## src/rtl/mine_pkg.sv

```systemverilog
// Shared constants, state encoding and small helpers for the LCG mine placer
// on a 5x5 board.
package mine_pkg;

  localparam int N_CELLS   = 25;
  localparam int MAX_MINES = 24;
  localparam int MAX_TRIES = 8;
  localparam int CELL_W    = 5;
  localparam int TRY_W     = $clog2(MAX_TRIES);

  typedef enum logic [1:0] {
    IDLE  = 2'd0,
    GEN   = 2'd1,
    PROBE = 2'd2,
    DONE  = 2'd3
  } state_t;

  // A 5-bit value is at most 31, so one conditional subtract is enough.
  function automatic logic [CELL_W-1:0] mod_cells(input logic [CELL_W-1:0] v);
    return (v >= CELL_W'(N_CELLS)) ? v - CELL_W'(N_CELLS) : v;
  endfunction

  function automatic logic [CELL_W-1:0] clamp_mines(input logic [CELL_W-1:0] v);
    return (v > CELL_W'(MAX_MINES)) ? CELL_W'(MAX_MINES) : v;
  endfunction

  function automatic logic [CELL_W-1:0] next_cell(input logic [CELL_W-1:0] v);
    return (v == CELL_W'(N_CELLS - 1)) ? '0 : v + 1'b1;
  endfunction

endpackage

```

## src/rtl/lcg_mod25.sv

```systemverilog
// One step of the board LCG: y = (a*x + c) mod 25, evaluated combinationally.
module lcg_mod25
  import mine_pkg::*;
(
  input  logic [CELL_W-1:0] a,
  input  logic [CELL_W-1:0] c,
  input  logic [CELL_W-1:0] x,
  output logic [CELL_W-1:0] y
);

  // 31*31+31 fits in 10 bits, so the sum never wraps before the modulo.
  logic [9:0] full;
  logic [9:0] rem;

  assign full = 10'(a) * 10'(x) + 10'(c);
  assign rem  = full % 10'(N_CELLS);
  assign y    = rem[CELL_W-1:0];

endmodule

```

## src/rtl/mine_place_ctrl.sv

```systemverilog
// Sequences the LCG mine placement: one candidate per cycle, duplicate and
// safe-cell rejection, linear probe fallback after repeated rejects.
module mine_place_ctrl
  import mine_pkg::*;
(
  input  logic                in_clka,
  input  logic                in_reset,
  input  logic                in_start,
  input  logic [CELL_W-1:0]   in_mult,
  input  logic [CELL_W-1:0]   in_increment,
  input  logic [CELL_W-1:0]   in_seed,
  input  logic [CELL_W-1:0]   in_mines_num,
  input  logic [CELL_W-1:0]   in_safe_cell,
  output logic                out_busy,
  output logic                out_place_done,
  output logic [CELL_W-1:0]   out_mine_count,
  output logic [N_CELLS-1:0]  out_mines
);

  state_t              state_q, state_d;
  logic [CELL_W-1:0]   a_q, a_d;
  logic [CELL_W-1:0]   c_q, c_d;
  logic [CELL_W-1:0]   target_q, target_d;
  logic [CELL_W-1:0]   safe_q, safe_d;
  logic [CELL_W-1:0]   x_q, x_d;
  logic [CELL_W-1:0]   pidx_q, pidx_d;
  logic [TRY_W-1:0]    tries_q, tries_d;
  logic [CELL_W-1:0]   count_q, count_d;
  logic [N_CELLS-1:0]  mines_q, mines_d;
  logic [CELL_W-1:0]   cand;
  logic [CELL_W-1:0]   count_inc;
  logic [CELL_W-1:0]   start_target;

  lcg_mod25 u_lcg (
    .a (a_q),
    .c (c_q),
    .x (x_q),
    .y (cand)
  );

  assign count_inc    = count_q + 1'b1;
  assign start_target = clamp_mines(in_mines_num);

  always_comb begin
    // NOTE: every *_d defaults to its register so no path through the case
    // leaves a signal unassigned, which would otherwise infer a latch.
    state_d  = state_q;
    a_d      = a_q;
    c_d      = c_q;
    target_d = target_q;
    safe_d   = safe_q;
    x_d      = x_q;
    pidx_d   = pidx_q;
    tries_d  = tries_q;
    count_d  = count_q;
    mines_d  = mines_q;

    unique case (state_q)
      IDLE, DONE: begin
        if (in_start) begin
          a_d      = in_mult;
          c_d      = in_increment;
          target_d = start_target;
          safe_d   = in_safe_cell;
          x_d      = mod_cells(in_seed);
          tries_d  = '0;
          count_d  = '0;
          mines_d  = '0;
          state_d  = (start_target == '0) ? DONE : GEN;
        end
      end

      GEN: begin
        x_d = cand;
        if (!mines_q[cand] && cand != safe_q) begin
          mines_d[cand] = 1'b1;
          count_d       = count_inc;
          tries_d       = '0;
          if (count_inc == target_q) state_d = DONE;
        end else if (tries_q == TRY_W'(MAX_TRIES - 1)) begin
          // The LCG looks stuck; hand over to a linear sweep from the next cell.
          state_d = PROBE;
          pidx_d  = next_cell(cand);
          tries_d = '0;
        end else begin
          tries_d = tries_q + 1'b1;
        end
      end

      PROBE: begin
        if (!mines_q[pidx_q] && pidx_q != safe_q) begin
          mines_d[pidx_q] = 1'b1;
          count_d         = count_inc;
          state_d         = (count_inc == target_q) ? DONE : GEN;
        end else begin
          pidx_d = next_cell(pidx_q);
        end
      end

      default: state_d = IDLE;
    endcase
  end

  // NOTE: state registers use non-blocking assignments so every flop samples
  // the pre-edge values regardless of statement order.
  always_ff @(posedge in_clka) begin
    if (in_reset) begin
      state_q  <= IDLE;
      a_q      <= '0;
      c_q      <= '0;
      target_q <= '0;
      safe_q   <= '0;
      x_q      <= '0;
      pidx_q   <= '0;
      tries_q  <= '0;
      count_q  <= '0;
      mines_q  <= '0;
    end else begin
      state_q  <= state_d;
      a_q      <= a_d;
      c_q      <= c_d;
      target_q <= target_d;
      safe_q   <= safe_d;
      x_q      <= x_d;
      pidx_q   <= pidx_d;
      tries_q  <= tries_d;
      count_q  <= count_d;
      mines_q  <= mines_d;
    end
  end

  assign out_busy       = (state_q == GEN) || (state_q == PROBE);
  assign out_place_done = (state_q == DONE);
  assign out_mine_count = count_q;
  assign out_mines      = mines_q;

endmodule

```

## config.mk

```make
export PLATFORM = sky130hd
export DESIGN_NAME = mine_place_ctrl
export DESIGN_NICKNAME = d
export VERILOG_FILES = /design/src/rtl/mine_pkg.sv /design/src/rtl/lcg_mod25.sv /design/src/rtl/mine_place_ctrl.sv
export SDC_FILE = /design/constraint.sdc
export NUM_CORES = 1
export LEC_CHECK = 0
export ABC_AREA = 1
export CORE_UTILIZATION = 55
export CTS_CLUSTER_DIAMETER = 120
export CTS_CLUSTER_SIZE = 28
export DETAILED_ROUTE_END_ITERATION = 12
export GPL_TIMING_DRIVEN = 1
export HOLD_SLACK_MARGIN = 0.05
export PLACE_DENSITY = 0.73
export SETUP_SLACK_MARGIN = 0.1
export SLEW_MARGIN = 0
export SYNTH_ARGS = -nofsm -noshare
export SYNTH_HDL_FRONTEND = slang
export SYNTH_SLANG_ARGS = --single-unit
```

## constraint.sdc

```tcl
create_clock -name in_clka -period 11.4 [get_ports in_clka]
set_input_delay 3.42 -clock in_clka [delete_from_list [all_inputs] [get_ports in_clka]]
set_output_delay 3.42 -clock in_clka [all_outputs]
set_load 0.05 [all_outputs]
```

### Yosys cells after proc, flatten, opt, wreduce, memory -nomap -nowiden

Index checks and enable logic that the tools add are counted.

| word-level totals | value |
|---|---|
| flip-flop bits (word level) | 65 |
| output and inout bits | 32 |
| word-level logic and storage cells | 98 |

| cells by class | value |
|---|---|
| $add $sub $neg | 6 |
| multiply operators | 1 |
| div/mod/pow operators | 1 |
| magnitude comparators | 6 |
| eq/ne operators | 17 |
| mux-type cells | 38 |
| bitwise gates (word level) | 2 |
| reduce and logical (&&, ||, !) cells | 17 |

Operators with widths:

| operator | number |
|---|---|
| $mux W25 | 3 |
| $pmux W25 S3 | 1 |
| $mux W5 | 11 |
| $or A25 B25 Y25 | 2 |
| $pmux W5 S2 | 2 |
| $add A5 B1 Y5 const B | 3 |
| $pmux W5 S3 | 1 |
| $mux W2 | 7 |
| $lt A5 B6 Y1 const B | 2 |
| $ne A2 B2 Y1 const B | 6 |
| $add A10 B5 Y10 | 1 |
| $bmux W1 S5 | 2 |
| $demux W1 S5 | 2 |
| $eq A5 B5 Y1 const B | 2 |
| $ge A5 B1 Y1 const B | 2 |
| $mod A10 B5 Y10 const B | 1 |
| $mul A5 B5 Y10 | 1 |
| $ne A5 B5 Y1 | 2 |
| $mux W3 | 3 |
| $reduce_and A4 Y1 | 2 |
| $ne A3 B3 Y1 const B | 2 |
| $pmux W2 S3 | 1 |
| $pmux W3 S2 | 1 |
| $eq A5 B5 Y1 | 1 |
| 17 further kinds | 27 |

### Logic depth before layout (Yosys ltp)

Gate-level depths: netlist of run 1.

| logic depth | value |
|---|---|
| word-level depth | 10 |
| gate-level depth with buffers | 68 |
| depth with buffers taken out | 67 |

### Hierarchy

From an unflattened synthesis of run 1, not the netlist that was laid out.

| second synthesis, totals | value |
|---|---|
| cells, all modules | 1084 |
| area, all modules | 6725.2 sq um |

By module, submodules not included:

| module | times used | cells each | area each (sq um) |
|---|---|---|---|
| mine_place_ctrl | 1 | 700 | 4423.0 |
| lcg_mod25 | 1 | 384 | 2302.2 |

### Worst setup path before layout of run 1

OpenSTA, ideal clock, no wires.

| timing path | value |
|---|---|
| path kind | reg-to-reg |
| start | reg x_q[4] |
| end | reg count_q[3], in the netlist out_mine_count[3] |
| data arrival time | 7.784 ns |
| data required time | 11.283 ns |
| slack | 3.499 ns |
| cell stages (with the launch flop) | 61 |
| clock period less this slack | 7.901 ns |
| path through | dfxtp_1 -> nand2_1 -> inv_1 -> fa_1 -> inv_1 -> fa_1 -> fa_1 -> inv_1 -> ha_1 -> nand2_1 -> nand2_1 -> inv_1 -> nand2_1 -> nand2_1 -> nand2_1 -> ha_1 -> a21oi_2 -> nand3_2 -> [... 25 more ...] -> nand2_2 -> nand2_4 -> o21ai_2 -> o21ai_2 -> buf_4 -> nor2_1 -> nand2_1 -> nand2_1 -> inv_1 -> nand2_1 -> nand2_1 -> nand2_2 -> nand2_4 -> nand2_8 -> nand2_4 -> o21ai_4 -> buf_6 -> nor2_2 |

| on the way | value |
|---|---|
| longest elaborated chain between the ends | 9 |
| elaborated cells on any way between the ends | 10 |

RTL lines:

| element | RTL line | source |
|---|---|---|
| start: declaration | mine_place_ctrl.sv:25 | `logic [CELL_W-1:0] x_q, x_d;` |
| start signal: assignment | mine_place_ctrl.sv:113 | `x_q <= '0;` |
| start signal: assignment | mine_place_ctrl.sv:124 | `x_q <= x_d;` |
| $mul A5 B5 Y10 (*) | lcg_mod25.sv:15 | `assign full = 10'(a) * 10'(x) + 10'(c);` |
| $add A10 B5 Y10 (*) | lcg_mod25.sv:15 |  |
| $mod A10 B5 Y10 (*) | lcg_mod25.sv:16 | `assign rem = full % 10'(N_CELLS);` |
| $bmux W1 S5 | mine_place_ctrl.sv:75 | `if (!mines_q[cand] && cand != safe_q) begin` |
| $mux W1 (implied by the code) | mine_place_ctrl.sv:75 |  |
| $logic_not A1 Y1 | mine_place_ctrl.sv:75 |  |
| $logic_and A1 B1 Y1 (*) | mine_place_ctrl.sv:75 |  |
| $ne A2 B2 Y1 (no line) (*) | - |  |
| $reduce_and A3 Y1 (no line) (*) | - |  |
| end signal: assignment | mine_place_ctrl.sv:127 | `count_q <= count_d;` |
| end: declaration | mine_place_ctrl.sv:28 | `logic [CELL_W-1:0] count_q, count_d;` |

Mark *: on every way between the ends. The rest lies on a longest branch, timed or not. The select of a mux whose other input is x is not followed.
A chain may end at the register's enable or synchronous reset.

### Worst setup path in the final report of run 1

| timing path | value |
|---|---|
| start | reg x_q[4] |
| end | reg mines_q[16], in the netlist out_mines[16] |

| on the way | value |
|---|---|
| longest elaborated chain between the ends | 10 |
| elaborated cells on any way between the ends | 18 |

RTL lines:

| element | RTL line | source |
|---|---|---|
| $mul A5 B5 Y10 (*) | lcg_mod25.sv:15 |  |
| $add A10 B5 Y10 (*) | lcg_mod25.sv:15 |  |
| $mod A10 B5 Y10 (*) | lcg_mod25.sv:16 |  |
| $lt A5 B6 Y1 (implied by the code) or $ge A5 B1 Y1 (tied branches) | mine_place_ctrl.sv:76 | `mines_d[cand] = 1'b1;` |
| $logic_and A1 B1 Y1 (implied by the code) | mine_place_ctrl.sv:76 |  |
| $mux W1 (implied by the code) | mine_place_ctrl.sv:76 |  |
| $demux W1 S5 | mine_place_ctrl.sv:76 |  |
| $or A25 B25 Y25 (no line) | - |  |
| $mux W25 | mine_place_ctrl.sv:75 |  |
| $pmux W25 S3 | mine_place_ctrl.sv:58 | `unique case (state_q)` |
| end signal: assignment | mine_place_ctrl.sv:128 | `mines_q <= mines_d;` |
| end: declaration | mine_place_ctrl.sv:29 | `logic [N_CELLS-1:0] mines_q, mines_d;` |

Marked as above.

==> results of run 1 <==
cell usage in the layout (no fill, tap or decap), drive strengths merged, types with 13 or more instances in the layout:
master,netlist,final
o21ai,77,77
nand4,13,13
a22oi,21,21
nor2,115,115
clkdlybuf4s50,0,59
inv,174,175
fa,14,14
ha,36,36
nand3,86,86
dfxtp,65,65
a21oi,39,39
nand2,253,253
xor2,24,24
cell type report:
type                       count  area [um^2]  share of cell area
multi-input combinational    724         4310               0.585
sequential                    65         1300               0.176
inverter                     178          668              0.0906
timing repair buffer          60          598              0.0811
clock buffer                  11          253              0.0343
tap                          143          179              0.0243
clock inverter                 5         62.6             0.00848
kinds of logic after synthesis:
| logic type | after synthesis | synth area share |
|---|---|---|
| compound gates | 161 | 0.151 |
| xor+xnor | 28 | 0.0430 |
| fa+ha+maj | 50 | 0.114 |
| buf+inv | 200 | 0.122 |
| flops | 65 | 0.203 |
| simple gates | 485 | 0.366 |
flip-flops by register name, summed over array words and instances (netlist names):
register        cells
a_q                 5
c_q                 5
out_mine_count      5
out_mines          25
pidx_q              5
safe_q              5
state_q             2
target_q            5
tries_q             3
x_q                 5
worst max path at each step:
stage | endpoint | start | cells past startpoint | slack (ns)
final | out_mines[16] | x_q[4] | 51 | 1.86
after global routing | out_mines[16] | x_q[4] | 55 | 0.85
after CTS | out_mines[16] | x_q[4] | 53 | 1.88
after detailed placement | out_mines[16] | x_q[4] | 51 | 1.91
after global placement | out_mines[16] | x_q[4] | 56 | 2.13
after floorplan | out_mine_count[3] | x_q[4] | 60 | 3.50
per-layer routing:
metal	global-route usage	vias to the layer above	share of wire
met5	0	-	0
met4	0.0705	0	0.015
met3	0.0551	18	0.065
met2	0.425	229	0.43
met1	0.393	2807	0.49
li1	-	3261	-
worst max-delay path: cells and delay by family, from the launching register on:
kind                       cells  cell delay, ns
and+or+nand+nor               36            4.10
adders and majority gates      7            2.68
AOI/OAI and AO/OA              4            1.65
DFF                            1            0.45
buffers and inverters          3            0.29
xor gates and xnor gates       1            0.17
synthesized netlist by cell type (15+ instances only):
library cell,n
xor2_1,20
nor2_1,89
a22oi_1,21
nand2_2,21
nand2_1,219
inv_1,171
ha_1,36
o21ai_0,60
nor2_2,21
clkbuf_1,15
a21oi_1,37
nand3_1,73
dfxtp_1,65
through the flow:
stage          instance area (um^2)  hold slack (ns)
2_1_floorplan                  6400            0.462
3_5_place_dp                   7060            0.500
5_1_grt                        7370            0.539
6_report                       7370            0.510
3_3_place_gp                   7060            0.498
4_1_cts                        7370            0.513
==> impl_metrics.toml, run 1 <==
[floorplanning]
chipHeight_um = 110
initial_core_util = 0.563
std_cell_rows = 39
die_w_um = 110
io_pins = 60
coreArea_mm2 = 0.0114
die_area_mm2 = 0.0121

[grt]
grtUsageTotal = 0.277
first_global_vias = 5639
grt_max_degree = 28
overflow = 0
antenna_found_initial = 0
grt_pass1_wl_mm = 26.4

[yosys]
yosysSeqAreaShare = 0.203
synth_cell_types = 49
synth-edff-count = 0
netlist_area_mm2 = 0.00640
synth.top_cell.area_share = 0.203
synthArstFlopShare = 0
synth_top_area_cell = "dfxtp_1"
syn-instance-count = 989
yosysWarnings = 0
ys.flop_type = "dfxtp_1"
netlist_top_cells_area = "dfxtp_1, nand2_1, inv_1"
syn-mean-instance-area_um2 = 6.47
synth_fp_nets = 1067
ys_ff_latch = 65

[critical_path]
path_common_cell = "nand2_1"
slowest_delay_ns = 0.76
crit_type = "reg2reg"
reg2reg_from = "x_q[4]"
crit_path_end_kind = "register"
cp_slowest_cell = "o21ai_4"
critPathMaxFanout = 27
cp.required_ns = 11.59
r2r_slack_ns = 1.86
r2r_cells = 51
cp-start-kind = "register"
crit_arrival_ns = 9.72
worst_r2r_endpoint = "out_mines[16]"

[hold_path]
worstHoldPathCells = 2
hold_end = "c_q[4]"
min-delay-start = "c_q[4]"
hold_path.class = "reg2reg"

[timing]
worstMarginPinSlew_ns = 0.936
fin_crit_sh = 0.836
fin_tns_setup_ns = 0
grt_setup_unrepaired = "no"
min_period_ns = 9.54
fmax_ghz = 0.105
relSlewSlack = 0.371
finalClockSkew_ns = 0.00778
layout_setup_ws_ns = 1.86
finalSetupViolCount = 0
hold_viol_final = 0
finalMaxSlewViolations = 0

[cts]
ctsHoldBuffers = 0
numCtsBuffers = 9
cts_max_level = 3
clock_tree.root_cell = "clkbuf_16"
cts_buffer_depth = 2
cts_sinks = 65
cts-resized-gates = 0
cts_tree = "yes"
clk_pin_slew_ns = 0.06
postCtsSetupBuffers = 0
insertion_delay_ns = 0.34

[route]
wl_mm = 15.6
drc = 0
drt_iter0_markers = 473
num_vias = 6315
first_pass_iters = 5
ant_nets = 0
vias_per_cell = 5.32
post_drt_wl_per_cell_um = 13.1

[final_layout]
areaGrowthSynthToFinish_pct = 15.3
drive_gt1_frac = 0.102
diodes = 0
layout.nets = 1116
fill_cells = 1099
final_core_util = 0.649
fin_cells = 1186

[place]
dp_hpwl_mm = 12.2
io_buffers = 59
dpl_worst_slack_ns = 1.91
gp_congestion = 0.956
placed_cells = 1170

[job]
cap_violations = 0

[run_status]
status = "completed"
Power of run 1 is left out: the tool's default activity adds up to more than one toggle a clock period on the data nets, which glitch-free logic cannot reach.
==> inputs of run 2 (changes only) <==
Clock period 11.4 ns to 9.05 ns, I/O delays scaled along.
==> run 2 against run 1 <==
Net effect:
- maximum frequency grew 12%
- worst hold slack got worse by 0.0094 ns
- count of clock-buffer cells in the layout fell by 2
- design area grew 5.2%
- wire length rose by 6.1%
- final cell count grew 1.9%
- register-to-register slack worse by 1.3 ns
- via count up 1.9%
==> impl_metrics.toml, run 2 (synthesized netlist as in run 1, its figures left out) <==
[place]
placed_cell_area_mm2 = 0.00709
dp_hpwl_mm = 12.2
io_buffers = 59
dpl_worst_slack_ns = -0.0743
gp_congestion = 0.958

[job]
cap_violations = 0

[critical_path]
cp.required_ns = 9.28
cp-start-kind = "register"
cp_slowest_cell = "fa_1"
critical_path.top_delay_family = "simple AND/OR/NAND/NOR gates"
critPathMaxFanout = 8
crit_arrival_ns = 8.74
slowest_delay_ns = 0.53
path_common_cell = "nand2_1"
critPathBufInv = 8
crit_type = "reg2reg"
crit_path_end_kind = "register"

[cts]
cts_sinks = 65
clock_tree.root_cell = "clkbuf_16"
insertion_delay_ns = 0.34
cts_max_level = 3
numCtsBuffers = 9
ctsHoldBuffers = 0
clk_pin_slew_ns = 0.06
cts_tree = "yes"
cts_buffer_depth = 2

[route]
drt_iter0_markers = 458
vias_per_cell = 5.33
ant_nets = 0
post_drt_wl_per_cell_um = 13.7
wl_mm = 16.5
first_pass_iters = 5
num_vias = 6438
drc = 0

[hold_path]
hold_path.class = "reg2reg"

[timing]
hold_viol_final = 0
worstMarginPinSlew_ns = 0.909
relSlewSlack = 0.393
finalMaxSlewViolations = 0
finalSetupViolCount = 0
finalClockSkew_ns = 0.00766
fin_crit_sh = 0.940
grt_setup_unrepaired = "no"
whs_ns = 0.501
layout_setup_ws_ns = 0.543
min_period_ns = 8.51
fmax_ghz = 0.118

[floorplanning]
initial_core_util = 0.563
io_pins = 60
coreArea_mm2 = 0.0114
chipHeight_um = 110
die_w_um = 110
std_cell_rows = 39
die_area_mm2 = 0.0121

[grt]
grt_pass1_wl_mm = 26.6
antenna_found_initial = 0
grtUsageMet3 = 0.0516
overflow = 0
grt_max_degree = 36
grt_most_used_layer = "met2"
first_global_vias = 5650
grtUsageTotal = 0.279
use_met1 = 0.400
gr-usage-met2 = 0.422

[final_layout]
areaGrowthSynthToFinish_pct = 21.2
final_cell_mix = "nand2_1, inv_1, nor2_1"
mostFrequentLayoutCell = "nand2_1"
layout.nets = 1139
largest_register_ffs = 25
diodes = 0
drive_gt1_frac = 0.152
fill_cells = 1056
design_area_mm2 = 0.00775

[run_status]
status = "completed"
==> run 2: cell count changes in the layout (fill, tap and decap cells not counted), moves of 4 or more <==
cell	previous run	this run
ha_1	36	31
buf_4	1	18
dfxtp_1	65	58
nand3_1	73	67
nand3_4	4	8
ha_2	0	4
inv_1	171	167
nand2_1	219	212
dfxtp_2	0	7
==> run 2: what timing repair did <==
item                                    CTS  global route
resized for setup                         2            51
endpoints found under the setup margin   31            41
cloned                                    0             2
pin swaps                                 1            16
buffers inserted                          3            17
==> run 2: final cells by class <==
cell class                 count  area (um^2)  share of cell area
clock buffer                   9          225              0.0290
tap                          143          179              0.0231
inverter                     178          671              0.0865
timing repair buffer          83          825               0.106
multi-input combinational    724         4490               0.579
sequential                    65         1310               0.169
clock inverter                 7         55.1             0.00710
==> run 2: worst paths after layout <==
check	start	to	slack [ns]	cells past startpoint
hold reg to reg	target_q[3]	target_q[3]	0.50	2
setup / recovery	x_q[0]	out_mine_count[3]	0.54	58
hold / removal	target_q[3]	target_q[3]	0.50	2
setup reg to reg	x_q[0]	out_mine_count[3]	0.54	58
==> run 2: through the flow <==
step / utilization / cells / TNS [ns]
floorplan: - / 989 / 0
global placement: 0.624 / 1171 / 0
detailed placement: 0.624 / 1171 / -1.53
CTS: 0.652 / 1190 / 0
global route: 0.682 / 1209 / 0
finish: 0.682 / 1209 / 0
==> run 2: metal layers <==
metal  wire length, um  part of all wire  vias up
li1                  -                 -     3312
met1              7870              0.48     2850
met2              7190              0.44      255
met3              1170             0.071       21
met4               279             0.017        0
met5                 0                 0        -
==> run 2: worst min-delay path, stage by stage (launching register included) <==
cell	delay (ns)
dfxtp_1	0.32
nor2_1	0.10
nor2_1	0.05
Power of run 2 is left out for the same reason.
==> RTL change (settings of run 2) <==
Set the package constant `CELL_W` to 10 (it was 5).
--- a/src/rtl/mine_pkg.sv
+++ b/src/rtl/mine_pkg.sv
@@ -7,3 +7,3 @@
   localparam int MAX_TRIES = 8;
-  localparam int CELL_W    = 5;
+  localparam int CELL_W    = 10;
   localparam int TRY_W     = $clog2(MAX_TRIES);
Interface: changed (6 resized); port bits go from 60 to 90. No check against the original RTL was run, so the function may have changed too.
==> RTL change against run 2 <==
The flow now finishes with violations (setup timing); routed wire length up 100%; area after synthesis up 43%; worst setup slack worse by 920 ps; worst hold slack lost 41 ps; sequential cell count up 35; critical path depth is 1 lower; design area increased by 60%; critical path type unchanged; highest routed layer unchanged.
Power is left out: the tool's default activity adds up to more than one toggle a clock period on the data nets, which glitch-free logic cannot reach.
==> RTL change: results (changes against run 2) <==
* Slew @ Worst Pin at 1091 ps (+182.0 ps)
* Clk buf depth at 2 (unchanged)
* Vias in the first global route at 9282 (+64%)
* Fin Hold WS at 459.4 ps (-41.44 ps)
* # fillers at 1196 (+13%)
* Average routed wire per standard cell at 18.17 um (+33%)
* Hold Path Sink: target_q[6]$_SDFFE_PP0P_
* Setup Buffers After CTS at 14 (+11)
* Final wirelength at 33480 um (+100%)
* IO Port Bufs at 89 (+51%)
* DRT met1 WL at 12760 um (+62%)
* Initial DRC Count at 1000 (+120%)
* GR Util met2 at 55.14% (+13 points)
* Via density at 5.825 (+9.4%)
* Failing checks: setup timing
* Worst slack, placed at -260.3 ps (-186.0 ps)
* Routability cong. at 0.9966 (+4.0%)
* Dpl cell area at 0.01048 mm2 (+48%)
* Sum of negative setup slack at -14090 ps (-14090 ps)
* Outcome: complete, but fails checks
* Share of post-route cells with drive strength above 1 at 23.79% (+8.6 points)
* CP peak stage delay at 560 ps (+30 ps)
* Met1 usage at 40.50% (+0.51 points)
* GRT met3 Usage at 6.019% (+0.86 points)
* Cts-stage hold buffer count at 0 (unchanged)
* Crit Path Max Fanout at 9 (+1)
* Post-Synth Adder-Cell Area at 12.69% (+1.3 points)
* Cts repair resizes at 48 (+46)
* Setup WS post-layout at -377.2 ps (-920.7 ps)
* 1st-pass router iterations at 6 (+1)
* Most frequent cells after synthesis: 393 x nand2_1, 227 x inv_1, 113 x nor2_1
* FF-to-FF Start: a_q[3]$_SDFFE_PP0P_
* First-pass GRT wire length at 45180 um (+70%)
* Gr usage total at 32.70% (+4.8 points)
* WHS Path Cells at 2 (unchanged)
* Root Driver: clkbuf_16
* Dpl hpwl at 20870 um (+72%)
* Post-synthesis sequential area ratio at 21.84% (+1.5 points)
* Worst r2r path cells at 57 (-1.7%)
* Synthesized instance count at 1455 (+47%)
* Largest net degree at the start of global routing at 47 (+31%)
* Final #Nets at 1750 (+54%)
* Area contributors post-synth: dfxtp_1 22%, nand2_1 16%, inv_1 9.3%
* Setup violations, final at 48 (+48)
* DR top layer: met4
* Worst setup endpoint: out_mines[19]$_SDFFE_PP0P_
* Hold Startpoint: target_q[6]$_SDFFE_PP0P_
* Data arrival, critical path at 9710 ps (+970 ps)
* Worst-path clk slew at 80 ps (+20 ps)
* Netlist cell types at 50 (+2.0%)
* XOR/XNOR Fraction of Synth Area at 3.139% (-1.2 points)
* Routed length on met2 at 15900 um (+120%)
* Clock latency on the worst-skew pair at 370 ps (+30 ps)
* Synth Net Count at 1583 (+48%)
* Warnings from Yosys at 0 (unchanged)
* Compound-Gate Fraction of Synth Area at 16.46% (+1.4 points)
* Met3 wire length at 2695 um (+130%)
* Setup Skew at 11.31 ps (+3.651 ps)
RTL change: cells by family after synthesis:
logic type,after synthesis
xor gates and xnor gates,32
and+or+nand+nor,698
AOI/OAI and AO/OA,264
buffers and inverters,286
adders and majority gates,75
DFF,100
RTL change: layout make-up:
| cell class | instances | area [um2] | share of cell area, % |
|---|---|---|---|
| clock buffers | 9 | 225.2 | 1.812 |
| inverters | 241 | 917.1 | 7.379 |
| multi-input cells | 1072 | 6972 | 56.09 |
| flip-flops and latches | 100 | 2034 | 16.37 |
| well taps | 216 | 270.3 | 2.174 |
| clock inverters | 7 | 82.58 | 0.6644 |
| repair buffers | 198 | 1928 | 15.51 |
RTL change: worst max-delay path, delay by kind of cell, from the launching register on:
kind / cells / cell delay [ps]
compound gates: 9 / 1640
xor+xnor: 2 / 430
fa+ha+maj: 7 / 2870
buf+inv: 14 / 1520
flops: 1 / 380
simple gates: 25 / 2470
